### src/rtl/draw_cmd_sequencer_pkg.sv
// Shared definitions for the draw command sequencer: FSM encoding, descriptor
// word layout and the position of the triangle-count field inside ctrl1.
package draw_cmd_sequencer_pkg;

    typedef enum logic [2:0] {
        ST_IDLE,
        ST_FETCH,
        ST_DRAIN,
        ST_CHECK,
        ST_LAUNCH,
        ST_WAIT,
        ST_FINISH
    } seq_state_e;

    localparam int DESC_I_PTR = 0;
    localparam int DESC_V_PTR = 1;
    localparam int DESC_F_PTR = 2;
    localparam int DESC_CTRL0 = 3;
    localparam int DESC_CTRL1 = 4;
    localparam int DESC_RES   = 5;

    localparam int TRI_CNT_LSB   = 0;
    localparam int TRI_CNT_WIDTH = 16;

endpackage

### src/rtl/desc_fetch_unit.sv
// Reads one descriptor from main memory: issues DESC_WORDS back-to-back reads,
// tags returning data with a latency-matched valid pipe and lands it in shadow registers.
module desc_fetch_unit #(
    parameter int DATA_WIDTH     = 32,
    parameter int ADDR_WIDTH     = 32,
    parameter int MEM_RD_LATENCY = 2,
    parameter int DESC_WORDS     = 6
) (
    input  logic                  clk,
    input  logic                  reset,
    input  logic                  fetch_start_i,
    input  logic [ADDR_WIDTH-1:0] fetch_addr_i,
    output logic                  issue_last_o,
    output logic                  fetch_done_o,
    output logic                  mem_rd_en_o,
    output logic [ADDR_WIDTH-1:0] mem_rd_addr_o,
    input  logic [DATA_WIDTH-1:0] mem_rd_data_i,
    output logic [DATA_WIDTH-1:0] shadow_o [DESC_WORDS]
);

    localparam int CNT_W = (DESC_WORDS > 1) ? $clog2(DESC_WORDS) : 1;
    localparam logic [CNT_W-1:0] CNT_LAST = CNT_W'(DESC_WORDS - 1);

    logic                      issuing_q, issuing_d;
    logic [CNT_W-1:0]          issue_cnt_q, issue_cnt_d;
    logic [ADDR_WIDTH-1:0]     base_q, base_d;
    logic [MEM_RD_LATENCY-1:0] vld_q, vld_d;
    logic [CNT_W-1:0]          word_cnt_q, word_cnt_d;
    logic                      land;

    assign mem_rd_en_o   = issuing_q;
    assign mem_rd_addr_o = issuing_q ? (base_q + ADDR_WIDTH'(issue_cnt_q)) : '0;
    assign issue_last_o  = issuing_q && (issue_cnt_q == CNT_LAST);
    assign land          = vld_q[MEM_RD_LATENCY-1];
    assign fetch_done_o  = land && (word_cnt_q == CNT_LAST);

    always_comb begin
        issuing_d   = issuing_q;
        issue_cnt_d = issue_cnt_q;
        base_d      = base_q;
        word_cnt_d  = word_cnt_q;
        // Bit 0 is the strobe just issued; the top bit marks data on the bus now.
        vld_d       = MEM_RD_LATENCY'({vld_q, issuing_q});
        if (fetch_start_i) begin
            issuing_d   = 1'b1;
            issue_cnt_d = '0;
            base_d      = fetch_addr_i;
            word_cnt_d  = '0;
        end else begin
            if (issuing_q) begin
                if (issue_cnt_q == CNT_LAST) begin
                    issuing_d = 1'b0;
                end else begin
                    issue_cnt_d = issue_cnt_q + 1'b1;
                end
            end
            if (land) begin
                word_cnt_d = (word_cnt_q == CNT_LAST) ? '0 : word_cnt_q + 1'b1;
            end
        end
    end

    always_ff @(posedge clk) begin
        if (reset) begin
            issuing_q   <= 1'b0;
            issue_cnt_q <= '0;
            base_q      <= '0;
            vld_q       <= '0;
            word_cnt_q  <= '0;
        end else begin
            issuing_q   <= issuing_d;
            issue_cnt_q <= issue_cnt_d;
            base_q      <= base_d;
            vld_q       <= vld_d;
            word_cnt_q  <= word_cnt_d;
        end
    end

    genvar gi;
    generate
        for (gi = 0; gi < DESC_WORDS; gi++) begin : g_shadow
            logic [DATA_WIDTH-1:0] word_q;
            always_ff @(posedge clk) begin
                if (reset) begin
                    word_q <= '0;
                end else if (land && (word_cnt_q == CNT_W'(gi))) begin
                    word_q <= mem_rd_data_i;
                end
            end
            assign shadow_o[gi] = word_q;
        end
    endgenerate

endmodule

### src/rtl/draw_cmd_sequencer.sv
// Walks a list of draw descriptors, loading each into the rasteriser's instruction
// registers, starting it and waiting for completion; one list_done per list.
module draw_cmd_sequencer
    import draw_cmd_sequencer_pkg::*;
#(
    parameter int DATA_WIDTH          = 32,
    parameter int MAIN_MEM_ADDR_WIDTH = 32,
    parameter int MEM_RD_LATENCY      = 2,
    parameter int DESC_WORDS          = 6,
    parameter int DONE_TIMEOUT        = 2**20
) (
    input  logic                           clk,
    input  logic                           reset,
    input  logic                           go,
    input  logic                           abort,
    input  logic [MAIN_MEM_ADDR_WIDTH-1:0] cmd_list_ptr,
    input  logic [15:0]                    num_cmds,
    output logic                           busy,
    output logic                           list_done,
    output logic                           error,
    output logic                           aborted,
    output logic [15:0]                    cmd_index,
    output logic [MAIN_MEM_ADDR_WIDTH-1:0] mem_rd_addr,
    output logic                           mem_rd_en,
    input  logic [DATA_WIDTH-1:0]          mem_rd_data,
    output logic                           rast_start,
    input  logic                           rast_ready,
    input  logic                           rast_done,
    output logic [DATA_WIDTH-1:0]          i_array_ptr,
    output logic [DATA_WIDTH-1:0]          v_array_ptr,
    output logic [DATA_WIDTH-1:0]          f_array_ptr,
    output logic [31:0]                    ctrl_reg0,
    output logic [31:0]                    ctrl_reg1,
    output logic [31:0]                    res_reg
);

    localparam int AW   = MAIN_MEM_ADDR_WIDTH;
    localparam int TO_W = (DONE_TIMEOUT > 1) ? $clog2(DONE_TIMEOUT) : 1;
    localparam logic [TO_W-1:0] TO_LAST = (DONE_TIMEOUT > 0) ? TO_W'(DONE_TIMEOUT - 1) : '0;

    seq_state_e       state_q, state_d;
    logic [AW-1:0]    base_q, base_d;
    logic [15:0]      num_q, num_d;
    logic [15:0]      idx_q, idx_d;
    logic             error_q, error_d;
    logic             aborted_q, aborted_d;
    logic             abort_seen_q, abort_seen_d;
    logic [TO_W-1:0]  to_cnt_q, to_cnt_d;
    logic             start_q, start_d;

    logic             fetch_start, issue_last, fetch_done, complete, launch_fire;
    logic [AW-1:0]    desc_addr;
    logic [DATA_WIDTH-1:0] shadow [DESC_WORDS];

    desc_fetch_unit #(
        .DATA_WIDTH     (DATA_WIDTH),
        .ADDR_WIDTH     (AW),
        .MEM_RD_LATENCY (MEM_RD_LATENCY),
        .DESC_WORDS     (DESC_WORDS)
    ) u_fetch (
        .clk           (clk),
        .reset         (reset),
        .fetch_start_i (fetch_start),
        .fetch_addr_i  (desc_addr),
        .issue_last_o  (issue_last),
        .fetch_done_o  (fetch_done),
        .mem_rd_en_o   (mem_rd_en),
        .mem_rd_addr_o (mem_rd_addr),
        .mem_rd_data_i (mem_rd_data),
        .shadow_o      (shadow)
    );

    assign busy        = (state_q != ST_IDLE) && (state_q != ST_FINISH);
    assign list_done   = (state_q == ST_FINISH);
    assign error       = error_q;
    assign aborted     = aborted_q;
    assign cmd_index   = idx_q;
    assign rast_start  = start_q;
    assign launch_fire = (state_q == ST_LAUNCH) && rast_ready;

    always_comb begin
        state_d      = state_q;
        base_d       = base_q;
        num_d        = num_q;
        idx_d        = idx_q;
        error_d      = error_q;
        aborted_d    = aborted_q;
        abort_seen_d = abort_seen_q | (abort & busy);
        to_cnt_d     = to_cnt_q;
        start_d      = 1'b0;
        fetch_start  = 1'b0;
        complete     = 1'b0;

        case (state_q)
            ST_IDLE: begin
                if (go) begin
                    base_d       = cmd_list_ptr;
                    num_d        = num_cmds;
                    idx_d        = '0;
                    error_d      = 1'b0;
                    aborted_d    = 1'b0;
                    abort_seen_d = 1'b0;
                    if (num_cmds == '0) begin
                        state_d = ST_FINISH;
                    end else begin
                        state_d     = ST_FETCH;
                        fetch_start = 1'b1;
                    end
                end
            end
            ST_FETCH:  if (issue_last) state_d = ST_DRAIN;
            ST_DRAIN:  if (fetch_done) state_d = ST_CHECK;
            ST_CHECK: begin
                if (shadow[DESC_CTRL1][TRI_CNT_LSB +: TRI_CNT_WIDTH] == '0) begin
                    complete = 1'b1;
                end else begin
                    state_d = ST_LAUNCH;
                end
            end
            ST_LAUNCH: begin
                if (rast_ready) begin
                    start_d  = 1'b1;
                    to_cnt_d = '0;
                    state_d  = ST_WAIT;
                end
            end
            ST_WAIT: begin
                // A done coincident with our own start pulse belongs to an earlier job.
                if (rast_done && !start_q) begin
                    complete = 1'b1;
                end else if ((DONE_TIMEOUT != 0) && (to_cnt_q == TO_LAST)) begin
                    error_d = 1'b1;
                    state_d = ST_FINISH;
                end else begin
                    to_cnt_d = to_cnt_q + 1'b1;
                end
            end
            ST_FINISH: state_d = ST_IDLE;
            default:   state_d = ST_IDLE;
        endcase

        if (complete) begin
            idx_d = idx_q + 16'd1;
            if (idx_d == num_q) begin
                state_d = ST_FINISH;
            end else if (abort_seen_q || abort) begin
                aborted_d = 1'b1;
                state_d   = ST_FINISH;
            end else begin
                state_d     = ST_FETCH;
                fetch_start = 1'b1;
            end
        end

        desc_addr = base_d + (AW'(idx_d) * AW'(DESC_WORDS));
    end

    always_ff @(posedge clk) begin
        if (reset) begin
            state_q      <= ST_IDLE;
            base_q       <= '0;
            num_q        <= '0;
            idx_q        <= '0;
            error_q      <= 1'b0;
            aborted_q    <= 1'b0;
            abort_seen_q <= 1'b0;
            to_cnt_q     <= '0;
            start_q      <= 1'b0;
        end else begin
            state_q      <= state_d;
            base_q       <= base_d;
            num_q        <= num_d;
            idx_q        <= idx_d;
            error_q      <= error_d;
            aborted_q    <= aborted_d;
            abort_seen_q <= abort_seen_d;
            to_cnt_q     <= to_cnt_d;
            start_q      <= start_d;
        end
    end

    // Instruction outputs change together with the start pulse and hold until the next launch.
    always_ff @(posedge clk) begin
        if (reset) begin
            i_array_ptr <= '0;
            v_array_ptr <= '0;
            f_array_ptr <= '0;
            ctrl_reg0   <= '0;
            ctrl_reg1   <= '0;
            res_reg     <= '0;
        end else if (launch_fire) begin
            i_array_ptr <= shadow[DESC_I_PTR];
            v_array_ptr <= shadow[DESC_V_PTR];
            f_array_ptr <= shadow[DESC_F_PTR];
            ctrl_reg0   <= 32'(shadow[DESC_CTRL0]);
            ctrl_reg1   <= 32'(shadow[DESC_CTRL1]);
            res_reg     <= 32'(shadow[DESC_RES]);
        end
    end

endmodule

### config.mk
export PLATFORM = sky130hd
export DESIGN_NAME = draw_cmd_sequencer
export DESIGN_NICKNAME = d
export VERILOG_FILES = /design/src/rtl/draw_cmd_sequencer_pkg.sv /design/src/rtl/desc_fetch_unit.sv /design/src/rtl/draw_cmd_sequencer.sv
export SDC_FILE = /design/constraint.sdc
export NUM_CORES = 1
export LEC_CHECK = 0
export ABC_AREA = 1
export BUFFER_PORTS_ARGS = -buffer_cell sky130_fd_sc_hd__buf_2
export CAP_MARGIN = 20
export CORE_MARGIN = 1.5
export CORE_UTILIZATION = 60
export CTS_BUF_LIST = sky130_fd_sc_hd__clkbuf_16
export DETAILED_ROUTE_END_ITERATION = 8
export PLACE_DENSITY = 0.9
export RECOVER_POWER = 100
export SYNTH_ARGS = -nofsm -noshare
export SYNTH_HDL_FRONTEND = slang
export SYNTH_SLANG_ARGS = --single-unit
### constraint.sdc
create_clock -name clk -period 7.9 [get_ports clk]
set_clock_uncertainty 0.05 [all_clocks]
set_input_delay 0.79 -clock clk [delete_from_list [all_inputs] [get_ports clk]]
set_output_delay 0.79 -clock clk [all_outputs]
set_load 0.01 [all_outputs]
==> results of run 1 <==
==> logic make-up (layout without fill, tap and decap cells) <==
group                    Yosys count  count (layout)
other                              0               4
AND/OR/NAND/NOR                 1552            1552
XOR/XNOR                          45              45
adder cells (fa/ha/maj)           43              43
AO/OA/AOI/OAI                    660             660
flip-flops                       516             516
buffers and inverters            409             664
multiplexers                       2               2
==> layer usage <==
layer / vias up / track usage (%) / part of all wire [%]
met4: 2 / 15.8 / 4.6
met5: - / 0 / 0.018
li1: 10990 / - / -
met2: 1216 / 54.8 / 44
met3: 222 / 7.90 / 11
met1: 10499 / 48.7 / 41
==> critical path: cells and delay by family <==
kind / cells / cell delay, ns
AO/OA/AOI/OAI: 3 / 0.37
buffers and inverters: 2 / 5.70
AND/OR/NAND/NOR: 1 / 0.06
==> through the flow <==
stage	hold slack, ns	utilization (%)	setup WS [ns]	instances	cell area, µm²
floorplan	0.338	-	3.51	3227	23000
finish	0.370	68.9	1.23	3997	25900
global route	0.377	68.9	0.949	3993	25900
CTS	0.359	69.5	2.57	3987	26200
global placement	0.355	65.2	2.60	3897	24600
detailed placement	0.352	65.2	2.43	3897	24600
==> final cells by class <==
cell class                      instances  area (µm²)  area share (%)
Multi-Input combinational cell       2302       10900            42.2
Sequential cell                       516       10300            39.8
Timing Repair Buffer                  348        1550            5.99
Clock buffer                           50        1250            4.82
Inverter                              226         863            3.33
Tap cell                              511         639            2.46
Clock inverter                         40         358            1.38
Antenna cell                            4        10.0          0.0386
==> report_power, final <==
| part | switching (mW) | internal [mW] | total, mW | leakage [nW] |
|---|---|---|---|---|
| sequential | 0.133 | 2.77 | 2.90 | 4.18 |
| clock | 1.07 | 1.30 | 2.37 | 0.803 |
| combinational | 1.07 | 0.438 | 1.51 | 5.39 |
==> cell usage in the layout (no fill, tap or decap), types with 8 or more instances in the layout <==
cell and instances:
inv_1 218, nor3_1 46, nand4_1 21, ha_1 41, dfxtp_1 516, inv_2 8
xor2_1 29, a21oi_1 309, buf_4 9, nor2_1 599, or2_2 20, nand2_1 549
xnor2_1 15, clkbuf_16 50, clkinv_1 17, clkbuf_1 246, nand3b_1 8, a31oi_1 10
buf_2 86, a211oi_1 20, nor4_1 12, o21ai_0 276, o21ai_1 14, nand3_1 265
==> how the worst min path moves through the flow <==
stage                           startpoint          endpoint  slack (ns)  cells past startpoint
final                     u_fetch.vld_q[0]  u_fetch.vld_q[1]        0.37                      2
after floorplan           u_fetch.vld_q[0]  u_fetch.vld_q[1]        0.34                      2
after CTS                      num_cmds[8]          num_q[8]        0.36                      3
after global placement    u_fetch.vld_q[0]  u_fetch.vld_q[1]        0.35                      2
after detailed placement  u_fetch.vld_q[0]  u_fetch.vld_q[1]        0.35                      2
after global routing           num_cmds[3]          num_q[3]        0.38                      3
==> Yosys cell counts (all sizes together) <==
cell / count
a21oi: 309
a311oi: 1
a211oi: 20
a31oi: 10
o21a: 6
nor4b: 1
xor2: 29
nor2: 608
clkinv: 5
ha: 41
nand3: 269
clkbuf: 123
o22ai: 7
or2: 21
nand3b: 8
o21ai: 290
a221oi: 1
fa: 2
a21o: 5
inv: 221
mux2i: 2
o211ai: 2
dfxtp: 516
a22oi: 2
nand2: 557
nor3: 47
o31ai: 1
o21bai: 3
xnor3: 1
nor3b: 4
buf: 60
and2: 2
nor4: 14
a31o: 1
a21boi: 2
nand4: 21
xnor2: 15
==> flow_metrics.tcl, run 1 <==
set metrics [dict create \
    cts_tree "done" \
    dr_total_vias 22929 \
    nFillCells 3318 \
    crit_path_top_delay_cell "clkbuf_1" \
    cts_hold_buffers 0 \
    yosysTopAreaCellShare_pct 44.9 \
    syn_area_per_cell_um2 7.13 \
    std_cell_rows 71 \
    fmax_ghz 0.150 \
    startpoint "reset" \
    ys_types 54 \
    antenna_found_initial 6 \
    worst-endpoint-required_ns 8.30 \
    syn-cell-area_mm2 0.0230 \
    power.density_mw_per_mm2 261 \
    numCtsBuffers 50 \
    synth_compound_area_share_pct 15.0 \
    post_cts_resized 0 \
    period_share_pct 84.4 \
    hold_viol 0 \
    hpwl_mm 47.2 \
    synth_mux_area_share_pct 0.0870 \
    syn_inst 3227 \
    leakage_nw 10.4 \
    root_buffer "clkbuf_16" \
    core_area_mm2 0.0377 \
    critPathMaxStageDelay_ns 3.12 \
    ant_nets 0 \
    routed_wl_mm 72.2 \
    drt_iter0_markers 2593 \
    io_pins 332 \
    grt_pass1_wl_mm 112 \
    cts_max_level 2 \
    clock_path_buffers 3 \
    top_register "u_fetch.g_shadow.word_q" \
    path_common_cell "clkbuf_1" \
    clock_latency_ns 0.63 \
    crit_fanout 93 \
    place_congestion 0.932 \
    finalPower_mw 6.78 \
    hold_path.class "flip-flop to flip-flop" \
    vdd_drop_max_mv 0.224 \
    initial_utilization_pct 61.1 \
    synth_top_area_cell "dfxtp_1" \
    die_h_um 199 \
    status "finished with violations" \
    cts_num_sinks 516 \
    synth_seq_cells 516 \
    clkTransAtPathRegs_ns 0.06 \
    setup_viol 0 \
    portBuffers 331 \
    track_usage_pct 35.9 \
    reg2reg_slack_ns 1.76 \
    syn-num-nets 3356 \
    worstSetupPathType "input port to flip-flop" \
    finalCriticalPeriod_ns 6.67 \
    largest_register_ffs 192 \
    reg2reg_from "state_q[0]" \
    nets 3573 \
    synthSimpleGateAreaFrac_pct 28.4 \
    cp_data_arrival_time_ns 7.07 \
    violations "capacitance limit, slew limit" \
    cp-start-kind "input port" \
    area_delta_synth_final_pct 12.8 \
    rr_endpoint "i_array_ptr[14]" \
    synthAdderAreaFrac_pct 2.40 \
    path_cells "clkbuf_1 > clkbuf_1 > a21oi_1 > o21a_1 > nand2_1 > o21ai_0" \
    wl_per_cell_um 18.1 \
    ys_warn_count 0 \
    synthTopCellsByArea "dfxtp_1, nor2_1, nand2_1" \
    drc_errors 0 \
    end_kind "flip-flop" \
    grt_overflow 0 \
    r2r_cells 11 \
    grt_pass1_vias 20973 \
    layout-drive-gt1-share_pct 6.58 \
    postCtsSetupRepairBufs 0 \
    setup-tns-final_ns 0 \
    final_max_slew_viol_count 387 \
    worstMarginPinSlew_ns 4.56 \
    synthXorXnorAreaFrac_pct 1.77 \
    drt_pass1_iterations 6 \
    vias_per_cell 5.74 \
    die-area_mm2 0.0395 \
    ys_seq_area_share_pct 44.9 \
    cp-endpoint "u_fetch.base_q[11]" \
    grt_max_degree 162 \
    synth_top_family_by_area "simple AND/OR/NAND/NOR gates" \
    slew_headroom_pct -204 \
    maxCapViolations 4 \
    rsz0062_at_grt "no" \
    die_w_um 199 \
]
No activity file was read; power rests on OpenSTA's default activity.
==> inputs of run 2 (changes only) <==
CORE_UTILIZATION = 52   (was 60)
PLACE_DENSITY = 0.83   (was 0.9)
clock period = 5.6 ns   (was 7.9 ns; I/O delays follow)
==> flow_metrics.tcl, run 2 (synthesis results as in run 1) <==
set metrics [dict create \
    root_buffer "clkbuf_16" \
    drt_pass1_iterations 5 \
    wl_per_cell_um 18.0 \
    status "finished with violations" \
    postCtsSetupRepairBufs 0 \
    end_kind "flip-flop" \
    maxCapViolations 5 \
    crit_fanout 11 \
    die-area_mm2 0.0455 \
    hold_viol 0 \
    cts_tree "done" \
    final_max_slew_viol_count 340 \
    clkTransAtPathRegs_ns 0.06 \
    cp-start-kind "flip-flop" \
    startpoint "state_q[1]" \
    leakage_nw 10.4 \
    hold_path.class "input port to flip-flop" \
    cts_num_sinks 516 \
    std_cell_rows 76 \
    initial_utilization_pct 53.1 \
    area_delta_synth_final_pct 13.0 \
    reg2reg_from "state_q[1]" \
    antenna_found_initial 8 \
    drc_errors 0 \
    portBuffers 331 \
    clock_path_buffers 3 \
    finalCriticalPeriod_ns 5.05 \
    fmax_ghz 0.198 \
    die_w_um 213 \
    dr_total_vias 22541 \
    die_h_um 213 \
    nets 3580 \
    worst-endpoint-required_ns 6.03 \
    cts_max_level 2 \
    cts_hold_buffers 0 \
    setup_viol 0 \
    track_usage_pct 31.3 \
    worstSetupPathType "flip-flop to flip-flop" \
    grt_pass1_wl_mm 112 \
    numCtsBuffers 50 \
    top_register "u_fetch.g_shadow.word_q" \
    ant_nets 0 \
    violations "capacitance limit, slew limit" \
    finalPower_mw 9.55 \
    largest_register_ffs 192 \
    grt_pass1_vias 20306 \
    vdd_drop_max_mv 0.231 \
    hpwl_mm 49.5 \
    cp_data_arrival_time_ns 5.48 \
    hp-start "num_cmds[3]" \
    clock_latency_ns 0.62 \
    place_congestion 1.03 \
    grt_max_degree 144 \
    vias_per_cell 5.53 \
    setup-tns-final_ns 0 \
    period_share_pct 90.2 \
    grt_overflow 0 \
    slew_headroom_pct -175 \
    power.density_mw_per_mm2 367 \
    worstMarginPinSlew_ns 4.12 \
    io_pins 332 \
    core_area_mm2 0.0434 \
    post-route-util_pct 59.9 \
    drt_iter0_markers 2251 \
    layout_common_cells "nor2_1, nand2_1, dfxtp_1, a21oi_1, o21ai_0" \
    rsz0062_at_grt "no" \
    routed_wl_mm 73.4 \
    final_common_cell "nor2_1" \
    layout-drive-gt1-share_pct 6.45 \
]
## run 2: cell count changes in the layout (fill, tap and decap cells not counted), sizes merged
cell    before  now
clkbuf     297  308
buf        101   97
clkinv      28   31
diode        4    2
inv        231  230
## run 2: report_power, final
group | internal (mW) | switching, mW | leakage (nW)
registers | 3.90 | 0.176 | 4.18
logic | 0.628 | 1.53 | 5.38
clock network | 1.83 | 1.49 | 0.808
## run 2: routing by layer
| metal | vias to the layer above | GRT usage (%) | wire [µm] |
|---|---|---|---|
| met4 | 4 | 14.7 | 3660 |
| met2 | 1025 | 46.4 | 31600 |
| li1 | 11001 | - | - |
| met1 | 10295 | 42.5 | 30600 |
| met3 | 216 | 8.27 | 7620 |
| met5 | - | 0 | 21 |
## run 2: per-stage QoR
stage / area (µm²) / hold WS [ns] / setup WS [ns] / cells
5_1_grt: 26000 / 0.148 / 0.0241 / 4076
6_report: 26000 / 0.156 / 0.550 / 4078
3_5_place_dp: 24700 / 0.348 / 0.591 / 3979
2_1_floorplan: 23000 / 0.338 / 1.38 / 3227
3_3_place_gp: 24700 / 0.363 / 0.678 / 3979
4_1_cts: 26300 / 0.136 / 0.529 / 4071
## run 2: layout make-up
cell class / count / area [µm²]
fillers: 4172 / 17400
multi-input cells: 2302 / 10900
flip-flops and latches: 516 / 10300
repair buffers: 355 / 1520
clock buffers: 50 / 1250
inverters: 226 / 863
well taps: 585 / 732
clock inverters: 42 / 358
diodes: 2 / 5.00
## run 2: repair_timing
action,CTS,global route
gates resized for setup,0,3
hold endpoints to repair,0,0
setup endpoints to repair,0,3
## run 2: path summary, 6_finish.rpt
check,cells past startpoint,slack [ns],to
max,27,0.55,u_fetch.base_q[30]
min,3,0.16,num_q[3]
max reg2reg,27,0.55,u_fetch.base_q[30]
min reg2reg,2,0.37,u_fetch.vld_q[1]
## run 2: worst max-delay path: stages, from the launching register on
cell and delay [ns]:
dfxtp_1 0.37, inv_1 0.08, nand2_1 0.18, nor2_4 0.10, nand2_2 0.20, nand2_2 0.14, buf_4 0.19, nor2_1 0.22
inv_2 0.14, o22ai_1 0.28, ha_1 0.35, a21oi_1 0.21, o21ai_0 0.15, a221oi_1 0.35, nand2_1 0.10, nand2_1 0.06
nand2_1 0.07, ha_1 0.36, nand2_1 0.15, nor3_1 0.26, nand4_1 0.12, nand3_1 0.17, nand2_1 0.10, nand2_1 0.11
nand2_1 0.07, xor2_1 0.14, a21oi_1 0.14, nor2_1 0.06
